==> config.mk <==
export PLATFORM = sky130hd
export DESIGN_NAME = fp_to_pixel
export DESIGN_NICKNAME = d
export VERILOG_FILES = /design/src/rtl/fp_to_pixel.sv
export SDC_FILE = /design/constraint.sdc
export NUM_CORES = 1
export LEC_CHECK = 0
export ABC_CLOCK_PERIOD_IN_PS = 4300
export BUFFER_PORTS_ARGS = -buffer_cell sky130_fd_sc_hd__clkbuf_2
export CAP_MARGIN = 20
export CORE_AREA = 2 2 96 98
export DETAILED_ROUTE_END_ITERATION = 7
export DIE_AREA = 0 0 98 100
export GPL_TIMING_DRIVEN = 0
export PLACE_DENSITY = 0.7
export SKIP_CTS_REPAIR_TIMING = 1
export SLEW_MARGIN = 0
export SYNTH_ARGS = -nofsm -noshare
export SYNTH_HDL_FRONTEND = slang
export SYNTH_SLANG_ARGS = --single-unit
==> constraint.sdc <==
create_clock -name clk -period 4.3 [get_ports clk]
set_input_delay 1.29 -clock clk [delete_from_list [all_inputs] [get_ports clk]]
set_output_delay 1.29 -clock clk [all_outputs]
set_load 0.01 [all_outputs]
==> src/rtl/fp_to_pixel.sv <==
// Converts an IEEE-754 single-precision gray value to an 8-bit pixel through a
// 3-stage pipeline: field split/classify, integer+round extraction, clamp.
module fp_to_pixel #(
  parameter int SAT_CNT_W = 16
) (
  input  logic                 clk,
  input  logic                 rst,
  input  logic                 valid_in,
  input  logic [31:0]          fp_in,
  output logic                 valid_out,
  output logic [7:0]           pixel_out,
  output logic                 sat_out,
  output logic [SAT_CNT_W-1:0] sat_cnt
);

  logic        s1_valid;
  logic        s1_sign;
  logic [7:0]  s1_exp;
  logic [22:0] s1_mant;
  logic        s1_zero;
  logic        s1_nan;
  logic        s1_inf;

  logic        s2_valid;
  logic        s2_sign;
  logic        s2_zero;
  logic        s2_nan;
  logic        s2_inf;
  logic        s2_ovf;
  logic [8:0]  s2_res;

  logic [23:0] sig;
  logic [8:0]  shifted;
  logic [8:0]  res_d;
  logic        ovf_d;
  logic [7:0]  pix_d;
  logic        sat_d;

  // Stage 1: split fields and classify. Data registers load every cycle;
  // only the valid bit qualifies them.
  always_ff @(posedge clk or posedge rst) begin
    if (rst) begin
      s1_valid <= 1'b0;
      s1_sign  <= 1'b0;
      s1_exp   <= '0;
      s1_mant  <= '0;
      s1_zero  <= 1'b0;
      s1_nan   <= 1'b0;
      s1_inf   <= 1'b0;
    end else begin
      s1_valid <= valid_in;
      s1_sign  <= fp_in[31];
      s1_exp   <= fp_in[30:23];
      s1_mant  <= fp_in[22:0];
      s1_zero  <= (fp_in[30:23] == 8'd0);
      s1_nan   <= (fp_in[30:23] == 8'hFF) && (fp_in[22:0] != 23'd0);
      s1_inf   <= (fp_in[30:23] == 8'hFF) && (fp_in[22:0] == 23'd0);
    end
  end

  // Shifting by (149 - exp) leaves the integer part in [8:1] and the first
  // fractional bit in [0]; this also covers exp=126 (int 0, round 1).
  assign sig = {1'b1, s1_mant};

  always_comb begin
    shifted = '0;
    res_d   = '0;
    ovf_d   = 1'b0;
    if (s1_exp >= 8'd135) begin
      ovf_d = 1'b1;
    end else if (s1_exp >= 8'd126) begin
      shifted = 9'(sig >> (8'd149 - s1_exp));
      res_d   = {1'b0, shifted[8:1]} + {8'd0, shifted[0]};
    end
  end

  always_ff @(posedge clk or posedge rst) begin
    if (rst) begin
      s2_valid <= 1'b0;
      s2_sign  <= 1'b0;
      s2_zero  <= 1'b0;
      s2_nan   <= 1'b0;
      s2_inf   <= 1'b0;
      s2_ovf   <= 1'b0;
      s2_res   <= '0;
    end else begin
      s2_valid <= s1_valid;
      s2_sign  <= s1_sign;
      s2_zero  <= s1_zero;
      s2_nan   <= s1_nan;
      s2_inf   <= s1_inf;
      s2_ovf   <= ovf_d;
      s2_res   <= res_d;
    end
  end

  // Stage 3 clamp; zero/denormal wins over sign so -0 is not a saturation.
  always_comb begin
    pix_d = s2_res[7:0];
    sat_d = 1'b0;
    if (s2_zero) begin
      pix_d = 8'd0;
    end else if (s2_nan) begin
      pix_d = 8'd0;
      sat_d = 1'b1;
    end else if (s2_inf) begin
      pix_d = s2_sign ? 8'd0 : 8'd255;
      sat_d = 1'b1;
    end else if (s2_sign) begin
      pix_d = 8'd0;
      sat_d = 1'b1;
    end else if (s2_ovf || s2_res[8]) begin
      pix_d = 8'd255;
      sat_d = 1'b1;
    end
  end

  always_ff @(posedge clk or posedge rst) begin
    if (rst) begin
      valid_out <= 1'b0;
      pixel_out <= '0;
      sat_out   <= 1'b0;
      sat_cnt   <= '0;
    end else begin
      valid_out <= s2_valid;
      if (s2_valid) begin
        pixel_out <= pix_d;
        sat_out   <= sat_d;
        if (sat_d && (sat_cnt != '1)) sat_cnt <= sat_cnt + 1'b1;
      end
    end
  end

endmodule

Word-level counts from Yosys, hierarchy flattened --
Index checks and enable logic that the tools add are counted.
Operators by class: add/subtract/negate cells 3, $lt $le $gt $ge 2, equal/unequal tests 2, shift-type cells 1, mux-type cells 14, reduce and logical (&&, ||, !) cells 8
Operators by type and width (count):
- two-way mux 8 bit | 6
- >> shifter 24 x 8 -> 9 bit | 1
- logical NOT 23 bit | 1
- nonzero test 23 bit | 1
- two-way mux 9 bit | 2
- adder 16 x 1 -> 16 bit (second input constant) | 1
- inequality test 16 bit (second input constant) | 1
- adder 8 x 1 -> 9 bit | 1
- equality test 8 bit (second input constant) | 1
- >= comparator 8 x 7 -> 1 bit (second input constant) | 1
- >= comparator 8 bit (second input constant) | 1
- logical NOT 8 bit | 1
- subtractor 8 bit (first input constant) | 1
- two-way mux 1 bit | 6
- logical AND 1 bit | 3
- AND reduction 2 bit | 1
- logical OR 1 bit | 1
Storage, ports and cells: flip-flop bits (word level) 77, input port bits 35, output and inout port bits 26, logic and storage cells 48

Longest topological paths before layout --
Gate-level depths: netlist of the first run.
word-level depth 8, depth in mapped cells 16, gate-level depth less buffers 13

Least setup slack after synthesis of the first run --
Ideal clock, no wire load.
path type register to register, start point register s1_exp[2], end point register s2_res[2], setup time 0.145 ns, arrival 3.377 ns, required time 4.155 ns, setup slack 0.777 ns, stages on the path, launching flop included 16, buffers on the path 4, clock period less this slack 3.523 ns, cells stage by stage dfrtp_1 > ha_1 > buf_2 > buf_2 > clkbuf_1 > buf_2 > mux4_2 > mux2i_1 > nor3_1 > a31o_2 > a32oi_1 > nor2_1 > ha_1 > ha_1 > or3_1 > nor3b_1
Between the ends: word-level cells in the longest chain between the ends 5, elaborated cells between the ends (all ways) 7, classes of those cells add/sub (2); order compare (2); shift (1); mux (2)
RTL lines:
- start, declared | line 18 | logic [7:0] s1_exp;
- start signal, assigned | line 53 | s1_exp <= fp_in[30:23];
- subtractor 8 bit | line 72 | shifted = 9'(sig >> (8'd149 - s1_exp));
- >> shifter 24 x 8 -> 9 bit | line 72
- adder 8 x 1 -> 9 bit | line 73 | res_d = {1'b0, shifted[8:1]} + {8'd0, shifted[0]};
- two-way mux 9 bit | line 71 | end else if (s1_exp >= 8'd126) begin
- two-way mux 9 bit * | line 69 | if (s1_exp >= 8'd135) begin
- named net res_d[2] | line 34 | logic [8:0] res_d;
- end signal, assigned | line 93 | s2_res <= res_d;
- end, declared | line 30 | logic [8:0] s2_res;
The timed path passes the listed nets; every way through them passes the cells marked *. A chain may end at the register's enable or synchronous reset.

Worst setup path after layout of the first run --
start point register s1_exp[1], end point register s2_res[6]
The elaborated chain is that of the path after synthesis.

==> results of run 1 <==
-- area by class of cell --
type                       count  area share
multi-input combinational    283       0.447
tap                          111      0.0283
clock inverter                 6     0.00894
clock buffer                  10      0.0281
inverter                      14      0.0112
buffer                        24      0.0225
timing repair buffer          60      0.0613
sequential                    77       0.393
-- power breakdown --
part | total (mW) | switching (mW) | leakage (nW) | internal (mW)
sequential | 0.840 | 0.0633 | 0.970 | 0.777
clock | 0.519 | 0.290 | 0.0930 | 0.228
combinational | 0.378 | 0.212 | 1.11 | 0.166
total | 1.74 | 0.565 | 2.17 | 1.17
-- state kept, by name, indices dropped and copies added, names as in the netlist, 8 cells and up --
signal     flops
s1_mant       23
sat_cnt       16
s2_res         9
pixel_out      8
s1_exp         8
-- cells by family (layout without fill, tap and decap cells) --
| family | Yosys count | in the layout | synth area share |
|---|---|---|---|
| compound gates | 77 | 77 | 0.130 |
| xor+xnor | 22 | 22 | 0.0494 |
| fa+ha+maj | 5 | 5 | 0.0146 |
| buf+inv | 39 | 114 | 0.0389 |
| flops | 77 | 77 | 0.450 |
| mux | 47 | 47 | 0.155 |
| simple gates | 132 | 132 | 0.162 |
-- per-stage QoR --
step | instance area, um^2 | util | hold slack [ns] | std cells | setup slack (ns)
after floorplan | 4280 | - | 0.331 | 399 | 0.777
after CTS | 4900 | 0.552 | 0.358 | 586 | 0.157
final | 4900 | 0.551 | 0.354 | 585 | 0.367
after global routing | 4900 | 0.551 | 0.369 | 585 | 0.160
after global placement | 4720 | 0.531 | 0.333 | 570 | 0.186
after detailed placement | 4720 | 0.531 | 0.336 | 570 | 0.201
-- layer usage --
layer / up-vias / routed length [um]
met5: - / 0
met4: 0 / 361
met3: 28 / 757
met2: 143 / 5190
met1: 1754 / 4580
li1: 1650 / -
-- cell usage after synthesis (all sizes together) (4+ instances only) --
master,count
dfrtp,77
nor3,11
nand3,22
a31o,4
nor4,8
mux4,15
mux2i,26
nor2b,5
or4,5
buf,15
or3,4
xor2,4
nor2,27
and2,4
a211oi,5
ha,5
a31oi,5
mux2,6
o2111ai,4
clkbuf,10
inv,14
o21ai,9
nand2,21
and3,5
xnor2,18
o22ai,9
o21a,4
a21oi,13
nand4,10
-- worst paths after layout --
kind                           start    endpoint  slack [ns]  cells past startpoint
max in group asynchronous        rst   s2_res[4]        2.61                      2
min in group asynchronous        rst  sat_cnt[8]        1.11                      2
setup reg to reg           s1_exp[1]   s2_res[6]        0.37                     15
setup / recovery           s1_exp[1]   s2_res[6]        0.37                     15
hold reg to reg              s1_sign     s2_sign        0.35                      0
hold / removal               s1_sign     s2_sign        0.35                      0
==> metrics, run 1 <==
clk sinks 77; crit path cell chain ha_1 -> buf_2 -> buf_2 -> buf_2 -> mux2i_1 -> nand2_1 -> a31o_2 -> a31o_2 -> a32oi_1 -> nor2_1 -> ha_1 -> ha_1 -> o21a_1 -> a31o_2 -> a21oi_1; largest area contributor in the netlist dfrtp_1; post-DP HPWL 8010 um; full die area between 9000 and 10000 um^2; sequential share of the synthesized area 0.450; maximum single-stage delay on the critical path approximately 0.47 ns; number of global-route vias before repair approximately 3500; number of DRC markers in iteration 0 252; Max Clock Skew 0.0134 ns; most frequent cells in the layout dfrtp_1 (77), clkbuf_2 (60), nor2_1 (27); number of buffers created by CTS 9; Leak Pwr 2.17 nW; Worst EP arrival 4.21 ns; Core Region 8890 um^2; Top Family by Delay on Critical Path compound AO/OA/AOI/OAI gates; diode count 0; chip width 98 um; DRT antenna net count 0; root cell of the clock tree clkbuf_8; grt total ovfl 0; ratio of cells with drive above 1 in the final layout 0.255; Ys Warns 0; CTS HTree Levels 3; Worst Path Buf+Inv 3; Mapped Area 4280 um^2; Reg clk slew, reported paths 0.09 ns; syn nets 439; CTS tree built; vias post-DR about 3600; # nets final 509; Post-synth EDFFs 0; number of port buffers 60; min Tclk post-route 3.93 ns; initial antenna violation count 0; TNS Setup 0 ns; Slew @ Worst Pin 0.880 ns; Async S/R FF share, synth 1.00; Area Overhead vs Synth 14.5%; DR WL/cell 18.6 um; fin. max-slew vios 0; final worst path period share 0.915; Worst Path Required 4.57 ns; grt met1 use 0.305; Highest Clock Rate 254 MHz; ys flop type dfrtp_1; Cells after Synth between 300 and 400; top cells by area, synth dfrtp_1 (45%), mux4_2 (7.9%), mux2i_1 (6.1%); drt via density 6.11; CP Capture Type register; # fillers 827; Multi-input gate area approximately 2200 um^2; num ports 61; Total GRT Usage 0.233; Final Power 1.74 mW; max_cap viols 0; floorplan row count 35; RSZ-0062 raised after global routing no; CP max FO 19; worst hold path type reg -> reg; PwrDens ~350 nW/um^2; Synth cell types 54; syn avg cell area 10.7 um^2; first-pass GRT wire length between 15000 and 20000 um; Post-Route WL approximately 11000 um; WS Path Type reg -> reg; Max VDD drop 0.192 mV; share of the synthesized area in the top cell type 0.450; Clock Path Buffers 2; gp weighted congestion approximately 0.94; DRC violations left 0; #FFs+latches synth 77; FF/Latch Area between 1500 and 2000 um^2; Top Usage Layer GRT met2; Final Hold Fails 0; commonest non-fill, non-tap cell in the layout dfrtp_1; met3 usage in global routing 0.0522; initial core utilization 0.482; Final Setup Violations 0; router iterations before antenna repair 5; largest net degree at the start of global routing about 80; outcome finished, final reports clean; met2 global-route usage 0.379; CP startpoint kind register; Die Y ~100 um; slowest cell on the critical path dfrtp_1; max_slew headroom 0.414; clk_lat worst skew 0.36 ns
Note: power is estimated with default switching activity, not from simulation.
==> inputs of run 2 (changes only) <==
MAX_ROUTING_LAYER = met4   (was default)
==> metrics, run 2 (same netlist as run 1, synthesis figures left out) <==
CTS tree built; pre-CTS setup slack 0.178 ns; min Tclk post-route between 3 and 4 ns; Worst EP arrival 4.17 ns; ratio of cells with drive above 1 in the final layout 0.255; Leak Pwr 2.18 nW; number of DRC markers in iteration 0 between 200 and 300; Highest Clock Rate roughly 250 MHz; root cell of the clock tree clkbuf_8; CP max FO 19; PwrDens 364 nW/um^2; max_slew headroom 0.405; Total GRT Usage 0.237; largest net degree at the start of global routing 78; Die Y 100 um; chip width 98 um; full die area 9800 um^2; drt via density between 6 and 7; post-DP HPWL 7840 um; RSZ-0062 raised after global routing no; Reg clk slew, reported paths 0.09 ns; Worst Path Required 4.52 ns; DR WL/cell about 18 um; Hold Crit Depth 0; number of port buffers 60; WS Path Type reg -> reg; first-pass GRT wire length 17600 um; CP startpoint kind register; number of buffers created by CTS 9; Slew @ Worst Pin 0.892 ns; top flop regs s1_mant x23, sat_cnt x16, s2_res x9; grt total ovfl 0; DRC violations left 0; most frequent cells in the layout dfrtp_1 (77), clkbuf_2 (60), nor2_1 (27); largest reg by FF count s1_mant; max reg flops 23; outcome finished, final reports clean; number of global-route vias before repair 3457; Max Clock Skew 0.00705 ns; clk_lat worst skew 0.36 ns; fin. max-slew vios 0; Clock Path Buffers 2; Cell Count, Final, Fillers Out 585; post-place instance area 4720 um^2; router iterations before antenna repair 5; final instance area ~5000 um^2; min setup slack post-route between 0.3 and 0.4 ns; floorplan row count 35; Max VDD drop about 0.24 mV; commonest non-fill, non-tap cell in the layout dfrtp_1; TNS Setup 0 ns; clk sinks 77; r2r worst-path depth 14; vias post-DR 3513; Final Hold Fails 0; initial antenna violation count 0; hold slack between 0.3 and 0.4 ns; gp weighted congestion 0.985; num ports 61; Area Overhead vs Synth 15.0%; max_cap viols 0; DRT antenna net count 0; Final Setup Violations 0; CP Capture Type register; worst hold path type reg -> reg; # nets final 509; Placed Instances 570; final worst path period share 0.920; diode count 0; Core Region 8890 um^2; CTS HTree Levels 3; initial core utilization 0.482; Post-Route WL 10600 um
==> run 2: final cells by class <==
cell class / count / area (um^2)
fill: 793 / 3970
multi-input combinational: 283 / 2190
sequential: 77 / 1930
timing repair buffer: 60 / 300
tap: 111 / 139
clock buffer: 9 / 124
buffer: 24 / 110
clock inverter: 7 / 80.1
inverter: 14 / 55.1
==> run 2: worst paths after layout <==
kind                            slack, ns       from          end
worst max-delay path                 0.34  s1_exp[1]    s2_res[2]
worst min-delay path                 0.34    s1_sign      s2_sign
worst max register to register       0.34  s1_exp[1]    s2_res[2]
worst min register to register       0.34    s1_sign      s2_sign
max in group asynchronous            2.62        rst    s2_res[7]
min in group asynchronous            1.11        rst  sat_cnt[12]
==> run 2: stage by stage <==
| step | utilization | power [mW] |
|---|---|---|
| finish | 0.554 | 1.79 |
| global route | 0.554 | 1.89 |
| CTS | 0.554 | 1.80 |
| detailed placement | 0.531 | 1.23 |
| global placement | 0.531 | 1.22 |
| floorplan | - | 1.10 |
==> run 2: power by group <==
part | switching (mW) | internal, mW | total, mW
combinational | 0.210 | 0.165 | 0.375
sequential | 0.0633 | 0.777 | 0.840
clock | 0.299 | 0.276 | 0.575
==> run 2: per-layer routing <==
layer / track usage / vias up / share of wire
met1: 0.308 / 1680 / 0.43
met2: 0.366 / 151 / 0.47
met5: - / - / 0
met4: 0.113 / 0 / 0.038
li1: - / 1647 / -
met3: 0.0397 / 35 / 0.063
==> run 2: worst max-delay path, stage by stage, from the launching register on <==
cell and delay (ns):
dfrtp_1 0.47, ha_1 0.31, buf_2 0.22, buf_2 0.42, buf_2 0.33, mux2i_1 0.24
nand2_1 0.07, a31o_2 0.30, a31o_2 0.25, a32oi_1 0.18, nor2_1 0.07, ha_1 0.25
ha_1 0.21, or3_1 0.35, nor3b_1 0.14
==> inputs of run 3 (changes only) <==
ABC_AREA = 1   (was default)
CORE_AREA = 2 2 94 96   (was 2 2 96 98)
DIE_AREA = 0 0 96 98   (was 0 0 98 100)
==> metrics, run 3 <==
drt via density 5.17; DRT antenna net count 0; Final Setup Violations 0; commonest non-fill, non-tap cell in the layout nand2_1; Placed Instances 676; WS Path Type reg -> reg; worst hold path type reg -> reg; min Tclk post-route 3.20 ns; Worst EP arrival 3.43 ns; slowest cell on the critical path dfrtp_1; critical path startpoint s1_exp[1]; pre-CTS setup slack 1.16 ns; full die area 9410 um^2; hold slack 0.350 ns; max_cap viols 0; chip width 96 um; end-of-flow core utilization 0.563; Post-synth EDFFs 0; Reg clk slew, reported paths 0.07 ns; clk_lat worst skew 0.35 ns; diode count 0; syn avg cell area 8.11 um^2; Final Hold Fails 0; Total GRT Usage 0.220; # nets final 619; number of port buffers 60; Core Region 8470 um^2; max reg flops 23; RSZ-0062 raised after global routing no; Leak Pwr 2.41 nW; final instance area roughly 4800 um^2; Cells after Synth 508; clk sinks 77; largest area contributor in the netlist dfrtp_1; max_slew headroom 0.404; min setup slack post-route 1.10 ns; initial core utilization 0.486; Async S/R FF share, synth 1.00; Max VDD drop 0.243 mV; CP max FO 10; Final Power around 1.8 mW; initial antenna violation count 0; Die Y 98 um; vias post-DR approximately 3600; largest reg by FF count s1_mant; TNS Setup 0 ns; Top Family by Delay on Critical Path simple AND/OR/NAND/NOR gates; Highest Clock Rate 313 MHz; top cells by area, synth dfrtp_1 (47%), nand2_1 (10%), nand3_1 (9.2%); root cell of the clock tree clkbuf_8; CP startpoint kind register; gp weighted congestion 0.926; post-DP HPWL 7340 um; Multi-input gate area 1880 um^2; CP Capture Type register; grt total ovfl 0; top-count cell post-synth nand2_1; Area Overhead vs Synth 15.8%; number of buffers created by CTS 9; Mapped Area a little over 4000 um^2; Slew @ Worst Pin 0.893 ns; num ports 61; Clock Path Buffers 2; floorplan row count 34; ratio of cells with drive above 1 in the final layout 0.204; Worst Path Required 4.53 ns; top post-synthesis cells by count nand2_1 (113), dfrtp_1 (77), nand3_1 (76); share of the synthesized area in the top cell type 0.468; number of DRC markers in iteration 0 around 190; DRC violations left 0; DR WL/cell 13.6 um; sequential share of the synthesized area 0.468; final worst path period share 0.743; Ys Warns 0; Max Clock Skew 0.0104 ns; #FFs+latches synth 77; reg-to-reg startpoint s1_exp[1]; Synth cell types 38; most frequent cells in the layout nand2_1 (113), dfrtp_1 (77), nand3_1 (76); crit path cell chain ha_1 -> o21ai_2 -> nand3_2 -> nand2_4 -> nand2_4 -> inv_2 -> nand2_1 -> nand2_1 -> o21ai_0 -> nand2_1 -> o21ai_0 -> nor3_1 -> a2bb2oi_1 -> ha_1 -> ha_1 -> nand2_1 -> nor2_2 -> nand3_1 -> nand2_1 -> nor2_1; maximum single-stage delay on the critical path approximately 0.43 ns; syn nets 548; largest net degree at the start of global routing slightly below 80; fin. max-slew vios 0; PwrDens 367 nW/um^2; first-pass GRT wire length 15700 um; number of global-route vias before repair 3332; post-place instance area ~4600 um^2; router iterations before antenna repair 5; crit-path most repeated cell nand2_1; outcome finished, final reports clean; hold path startpoint s1_nan; Post-Route WL 9410 um; CTS tree built; Cell Count, Final, Fillers Out 692; Worst Path Buf+Inv 1; # fillers 794; ys flop type dfrtp_1; CTS HTree Levels 3; FF/Latch Area a little under 2000 um^2; top flop regs s1_mant x23, sat_cnt x16, s2_res x9
[run 3: changes by cell type after synthesis, moves of 13 or more]
cell / delta
nand2_1: +92
xnor2_1: -13
nand3_1: +54
mux4_2: -15
mux2i_1: -26
o21ai_0: +22
inv_1: +37
[run 3: kinds of logic after synthesis]
family / Yosys count / share of synthesized area
simple gates: 287 / 0.339
buf+inv: 72 / 0.0750
xor+xnor: 16 / 0.0340
compound gates: 51 / 0.0684
flops: 77 / 0.468
fa+ha+maj: 5 / 0.0152
[run 3: final timing paths]
check	end	slack [ns]	cells past startpoint
max in group asynchronous	s1_exp[6]	2.59	2
worst max register to register	s2_res[6]	1.10	20
worst min-delay path	s2_nan	0.35	0
min in group asynchronous	sat_cnt[1]	1.12	2
worst min register to register	s2_nan	0.35	0
worst max-delay path	s2_res[6]	1.10	20
[run 3: area by class of cell]
class,instances,share of cell area
Buffer,17,0.0215
Sequential cell,77,0.404
Tap cell,108,0.0283
Clock buffer,13,0.0354
Multi-Input combinational cell,359,0.395
Timing Repair Buffer,60,0.0630
Clock inverter,3,0.00892
Inverter,55,0.0438
[run 3: routing by layer]
layer / share of wire / track usage / wire [um]
met1: 0.45 / 0.280 / 4270
met2: 0.49 / 0.354 / 4590
met3: 0.044 / 0.0494 / 411
met4: 0.015 / 0.0538 / 137
met5: 0 / - / 0
[run 3: worst reg2reg max path, cell delays in order, from the launching register on]
cell       delay [ns]
dfrtp_1          0.43
ha_1             0.25
o21ai_2          0.19
nand3_2          0.11
nand2_4          0.17
nand2_4          0.08
inv_2            0.12
nand2_1          0.07
nand2_1          0.05
o21ai_0          0.17
nand2_1          0.10
o21ai_0          0.14
nor3_1           0.18
a2bb2oi_1        0.19
ha_1             0.23
ha_1             0.18
nand2_1          0.08
nor2_2           0.13
nand3_1          0.11
nand2_1          0.08
nor2_1           0.04
[run 3: power by group]
part | switching (mW) | internal [mW]
sequential | 0.0467 | 0.781
clock | 0.245 | 0.315
combinational | 0.235 | 0.129
total | 0.527 | 1.22
